--- src/rtl/mainfsm.sv ---
// mainfsm -- Moore control FSM sequencing the multicycle ARM datapath
// through fetch, decode, execute, memory and writeback steps.
//
// Ports:
//   clk        rising-edge clock
//   reset      synchronous, active-high; forces FETCH
//   Op[1:0]    instruction class (00 DP, 01 mem, 10 branch, 11 undefined)
//   Funct[5:0] Instr[25:20]; [5]=I, [0]=L for memory ops
//   IRWrite, AdrSrc, ALUSrcA[1:0], ALUSrcB[1:0], ResultSrc[1:0], ALUOp,
//   NextPC     datapath control, pure function of state
//   RegW, MemW, Branch   write requests, not yet gated by the condition check
//   state_o    current state encoding for debug/trace
//
// Optional feature macro: FSM_NOWB_EN
//   When defined, compare-class data-processing (Funct[4:3]=2'b10) returns
//   from EXECUTER/EXECUTEI straight to FETCH, skipping ALUWB.

module mainfsm #(
    parameter int unsigned STATE_W = 4
) (
    input  logic               clk,
    input  logic               reset,
    input  logic [1:0]         Op,
    input  logic [5:0]         Funct,
    output logic               IRWrite,
    output logic               AdrSrc,
    output logic [1:0]         ALUSrcA,
    output logic [1:0]         ALUSrcB,
    output logic [1:0]         ResultSrc,
    output logic               ALUOp,
    output logic               NextPC,
    output logic               RegW,
    output logic               MemW,
    output logic               Branch,
    output logic [STATE_W-1:0] state_o
);

    typedef enum logic [STATE_W-1:0] {
        FETCH    = 0,
        DECODE   = 1,
        MEMADR   = 2,
        MEMRD    = 3,
        MEMWB    = 4,
        MEMWR    = 5,
        EXECUTER = 6,
        EXECUTEI = 7,
        ALUWB    = 8,
        BRANCH   = 9,
        UNKNOWN  = 10
    } state_t;

    typedef struct packed {
        logic       ir_write;
        logic       adr_src;
        logic [1:0] alu_src_a;
        logic [1:0] alu_src_b;
        logic [1:0] result_src;
        logic       alu_op;
        logic       next_pc;
        logic       reg_w;
        logic       mem_w;
        logic       branch;
    } ctrl_t;

    state_t state_q, state_d;
    ctrl_t  ctrl_q;

    // Funct[2:1] never steers the sequence; [4:3] only with FSM_NOWB_EN.
    logic unused_funct;
    assign unused_funct = ^Funct[4:1];

    // Control word for a given state. UNKNOWN and any illegal encoding
    // fall to the all-zero default.
    function automatic ctrl_t ctrl_of(input state_t s);
        ctrl_t c;
        c = '0;
        case (s)
            FETCH: begin
                c.alu_src_a  = 2'b01;
                c.alu_src_b  = 2'b10;
                c.result_src = 2'b10;
                c.ir_write   = 1'b1;
                c.next_pc    = 1'b1;
            end
            DECODE: begin
                c.alu_src_a  = 2'b01;
                c.alu_src_b  = 2'b10;
                c.result_src = 2'b10;
            end
            MEMADR: begin
                c.alu_src_b  = 2'b01;
            end
            MEMRD: begin
                c.adr_src    = 1'b1;
            end
            MEMWB: begin
                c.result_src = 2'b01;
                c.reg_w      = 1'b1;
            end
            MEMWR: begin
                c.adr_src    = 1'b1;
                c.mem_w      = 1'b1;
            end
            EXECUTER: begin
                c.alu_op     = 1'b1;
            end
            EXECUTEI: begin
                c.alu_src_b  = 2'b01;
                c.alu_op     = 1'b1;
            end
            ALUWB: begin
                c.reg_w      = 1'b1;
            end
            BRANCH: begin
                c.alu_src_b  = 2'b01;
                c.result_src = 2'b10;
                c.branch     = 1'b1;
            end
            default: c = '0;
        endcase
        return c;
    endfunction

    always_comb begin
        state_d = FETCH;
        case (state_q)
            FETCH:  state_d = DECODE;
            DECODE: begin
                case (Op)
                    2'b00:   state_d = Funct[5] ? EXECUTEI : EXECUTER;
                    2'b01:   state_d = MEMADR;
                    2'b10:   state_d = BRANCH;
                    default: state_d = UNKNOWN;
                endcase
            end
            MEMADR: state_d = Funct[0] ? MEMRD : MEMWR;
            MEMRD:  state_d = MEMWB;
            EXECUTER, EXECUTEI: begin
`ifdef FSM_NOWB_EN
                state_d = (Funct[4:3] == 2'b10) ? FETCH : ALUWB;
`else
                state_d = ALUWB;
`endif
            end
            // MEMWB, MEMWR, ALUWB, BRANCH, UNKNOWN and illegal codes
            default: state_d = FETCH;
        endcase
    end

    // Outputs are registered alongside the state by decoding the next
    // state, so they stay a pure function of state_q with no comb path.
    always_ff @(posedge clk) begin
        if (reset) begin
            state_q <= FETCH;
            ctrl_q  <= ctrl_of(FETCH);
        end else begin
            state_q <= state_d;
            ctrl_q  <= ctrl_of(state_d);
        end
    end

    assign IRWrite   = ctrl_q.ir_write;
    assign AdrSrc    = ctrl_q.adr_src;
    assign ALUSrcA   = ctrl_q.alu_src_a;
    assign ALUSrcB   = ctrl_q.alu_src_b;
    assign ResultSrc = ctrl_q.result_src;
    assign ALUOp     = ctrl_q.alu_op;
    assign NextPC    = ctrl_q.next_pc;
    assign RegW      = ctrl_q.reg_w;
    assign MemW      = ctrl_q.mem_w;
    assign Branch    = ctrl_q.branch;
    assign state_o   = state_q;

endmodule

--- config.mk ---
export PLATFORM = sky130hd
export DESIGN_NAME = mainfsm
export DESIGN_NICKNAME = d
export VERILOG_FILES = /design/src/rtl/mainfsm.sv
export SDC_FILE = /design/constraint.sdc
export NUM_CORES = 1
export LEC_CHECK = 0
export CORE_MARGIN = 1.5
export CORE_UTILIZATION = 34
export CTS_CLUSTER_DIAMETER = 30
export DETAILED_ROUTE_END_ITERATION = 8
export PLACE_DENSITY = 0.79
export SYNTH_ARGS = -nofsm -noshare
export SYNTH_HDL_FRONTEND = slang
export SYNTH_SLANG_ARGS = --single-unit
--- constraint.sdc ---
create_clock -name clk -period 1.3 [get_ports clk]
set_clock_uncertainty 0.1 [all_clocks]
set_input_delay 0.325 -clock clk [delete_from_list [all_inputs] [get_ports clk]]
set_output_delay 0.325 -clock clk [all_outputs]
set_load 0.05 [all_outputs]
==> metrics.txt <==
post-DP HPWL=1.25 mm; gpl congestion=0.859; most instantiated cells after synthesis=dfxtp_1 (14), nor2_1 (6), buf_4 (3), nand2_1 (3), nor2b_1 (3); DRC violations left=0; share of power burned in registers=0.360; FP Rows=14; Final Hold Violating Endpoints=0; sinks on the clock net=14; Bufs on Longest Clock Path=2; Worst Setup Slack, final=-0.0746 ns; Slew Viols, Final=0; critical path cell sequence=nand4bb_1 > a21o_1 > or2_1 > a221oi_2; WL final=1.94 mm; failing checks=setup timing; Setup Viol. Count Final=7; first-pass GRT wire length=2.85 mm; Core Area=0.00152 sq mm; reg2reg start=state_o[1]$_SDFF_PP0_; reg-to-reg endpoint=ALUSrcB[0]$_SDFF_PP0_; number of enable flip-flop cells after synthesis=0; H-tree depth=1; min cycle time layout=1.37 ns; GRT Total Usage=0.219; min-delay worst type=in2reg; layout cells sized above 1=0.573; r2r setup slk=-0.07 ns; unrepaired setup endpoints after global routing=true; Post-DP Area=0.00103 sq mm; Yosys top cell area share=0.497; CTS root buffer=clkbuf_4; Peak supply drop=0.855 mV; most common cell in the netlist=dfxtp_1; routed vias/inst=5.20; Area growth syn-to-layout=109%; net count reported at finish=107; CP Launch Type=register; CP arrival=1.49 ns; Ports=27; synthesized flop and latch total=14; DRT antenna net count=0; Internal Power=0.000919 W; Hold Path Depth=2; initial drt markers=10; post-synthesis sequential area ratio=0.497; yosys warns=0; First-pass DRT Iterations=2; Die H=43.7 microns; vias=582; CP max stage delay=0.37 ns; total power=0.00141 W; synthesized area=564 sq um; drt wl/cell=17.4 microns; Synth Net Count=69; Avg Synthesized Cell Area=9.56 sq um; Die W=43.7 microns; Power Density=1200 mW/mm^2; Worst setup EP type=register; Max FO, Critical Path=7; Worst Hold Path EP=MemW$_SDFF_PP0_; Min-Delay Startpoint=Funct[0]; Post-Synthesis Cells=59; largest net degree at the start of global routing=9; slowest stage cell, crit path=dfxtp_4; Leak=0.503 nW; initial antenna violation count=0; cell accounting for the most synthesized area=dfxtp_1; data required time of the worst path=1.42 ns; post-synthesis async set-or-reset flop share=0; crit path kind=reg2reg; vias in the first global route=586; starting density of the core=0.370; top_reg_cell synth=dfxtp_1; synth unique cells=29; highest clock rate=727 MHz; number of CTS-inserted buffers=3; Area contributors post-synth=dfxtp_1 (50%), buf_4 (4.0%), nor2_1 (4.0%); Max Cap Viol=0; Sw Share=0.349; status=finished, violations left; die area=0.00191 sq mm; global route overflow=0; clock power share=0.231; CTS tree=built; combinational power share=0.409; Worst R2R Path Depth=4; Sw Pwr=0.000493 W; Post-Layout Inst Area=0.00118 sq mm; final critical-path share of the clock period=1.06; Inserted Diodes=0; hold buffers post-CTS=0; Reg clk slew, reported paths=0.09 ns; Clock Latency Late Sink=0.29 ns; Buffers on Ports=21
-- layer usage --
layer / global-route usage / wire (microns) / up-vias
li1: - / - / 277
met1: 0.241 / 808 / 279
met2: 0.359 / 986 / 19
met3: 0.0500 / 69 / 7
met4: 0.170 / 79 / 0
met5: 0 / 0 / -
-- placed cells by master, fill, tap and decap left out, types with 2 or more instances in the layout --
| cell type | synthesis | final |
|---|---|---|
| o21ai_1 | 2 | 2 |
| dfxtp_1 | 14 | 8 |
| buf_12 | 0 | 16 |
| inv_1 | 2 | 2 |
| clkbuf_4 | 0 | 3 |
| or2_1 | 1 | 2 |
| a221oi_2 | 1 | 2 |
| nand2b_4 | 0 | 2 |
| dfxtp_4 | 0 | 4 |
| buf_4 | 3 | 14 |
| nor2_1 | 6 | 5 |
| nand2_1 | 3 | 3 |
| dlygate4sd2_1 | 0 | 4 |
| dfxtp_2 | 0 | 2 |
| a21o_1 | 2 | 2 |
| nor2b_1 | 3 | 2 |
-- worst max path at each step --
stage | end | startpoint
after global placement | ALUSrcB[0]$_SDFF_PP0_ | Op[1]
after CTS | state_o[1] | state_o[1]$_SDFF_PP0_
final | ALUSrcB[0]$_SDFF_PP0_ | state_o[1]$_SDFF_PP0_
after detailed placement | RegW$_SDFF_PP0_ | Op[1]
after global routing | ALUSrcB[0]$_SDFF_PP0_ | state_o[1]$_SDFF_PP0_
after floorplan | ALUSrcB[0]$_SDFF_PP0_ | state_o[1]$_SDFF_PP0_
-- power by group through the flow --
stage                     Clock, W  Combinational [W]  Sequential, W
after floorplan                  0           0.000150       0.000613
after global placement           0           0.000496       0.000513
after detailed placement         0           0.000506       0.000515
after CTS                 0.000326           0.000540       0.000506
after global routing      0.000346           0.000604       0.000512
final                     0.000326           0.000578       0.000508
-- state kept, by name, indices dropped and copies added, names as in the netlist --
name / flops
state_o: 4
ALUSrcA: 1
ALUOp: 1
ALUSrcB: 1
MemW: 1
RegW: 1
Branch: 1
ResultSrc: 2
NextPC: 1
AdrSrc: 1
-- cell type report --
type | count | area [sq um]
clock buffer | 4 | 36.3
fill | 75 | 343
inverter | 2 | 7.51
multi-input combinational | 39 | 320
sequential | 14 | 298
tap | 16 | 20.0
timing repair buffer | 37 | 499
-- cells by family (layout without fill, tap and decap cells) --
group	Yosys count	after routing	share of synthesized area
AO/OA/AOI/OAI	11	11	0.160
flip-flops	14	14	0.497
AND/OR/NAND/NOR	27	27	0.275
other	1	1	0.00665
buffers and inverters	6	43	0.0621
-- critical path, delay by kind of cell (launching register included) --
| kind | cells | cell delay (ns) |
|---|---|---|
| and+or+nand+nor | 2 | 0.42 |
| AOI/OAI and AO/OA | 2 | 0.41 |
| DFF | 1 | 0.37 |
-- through the flow --
stage | TNS [ns] | hold slack (ns) | instances | setup WS [ns] | util
finish | -0.290 | 0.339 | 112 | -0.0746 | 0.775
global route | -0.655 | 0.345 | 112 | -0.139 | 0.775
CTS | -0.269 | 0.327 | 109 | -0.0636 | 0.741
detailed placement | -4.67 | 0.445 | 103 | -0.534 | 0.676
global placement | -4.17 | 0.441 | 103 | -0.477 | 0.676
floorplan | -0.104 | 0.290 | 59 | -0.104 | -
-- what timing repair did --
action	CTS	global route
buffers inserted	2	3
endpoints found under the setup margin	13	11
resized for setup	15	7
pin swaps	7	3
(Power assumes the default switching activity.)
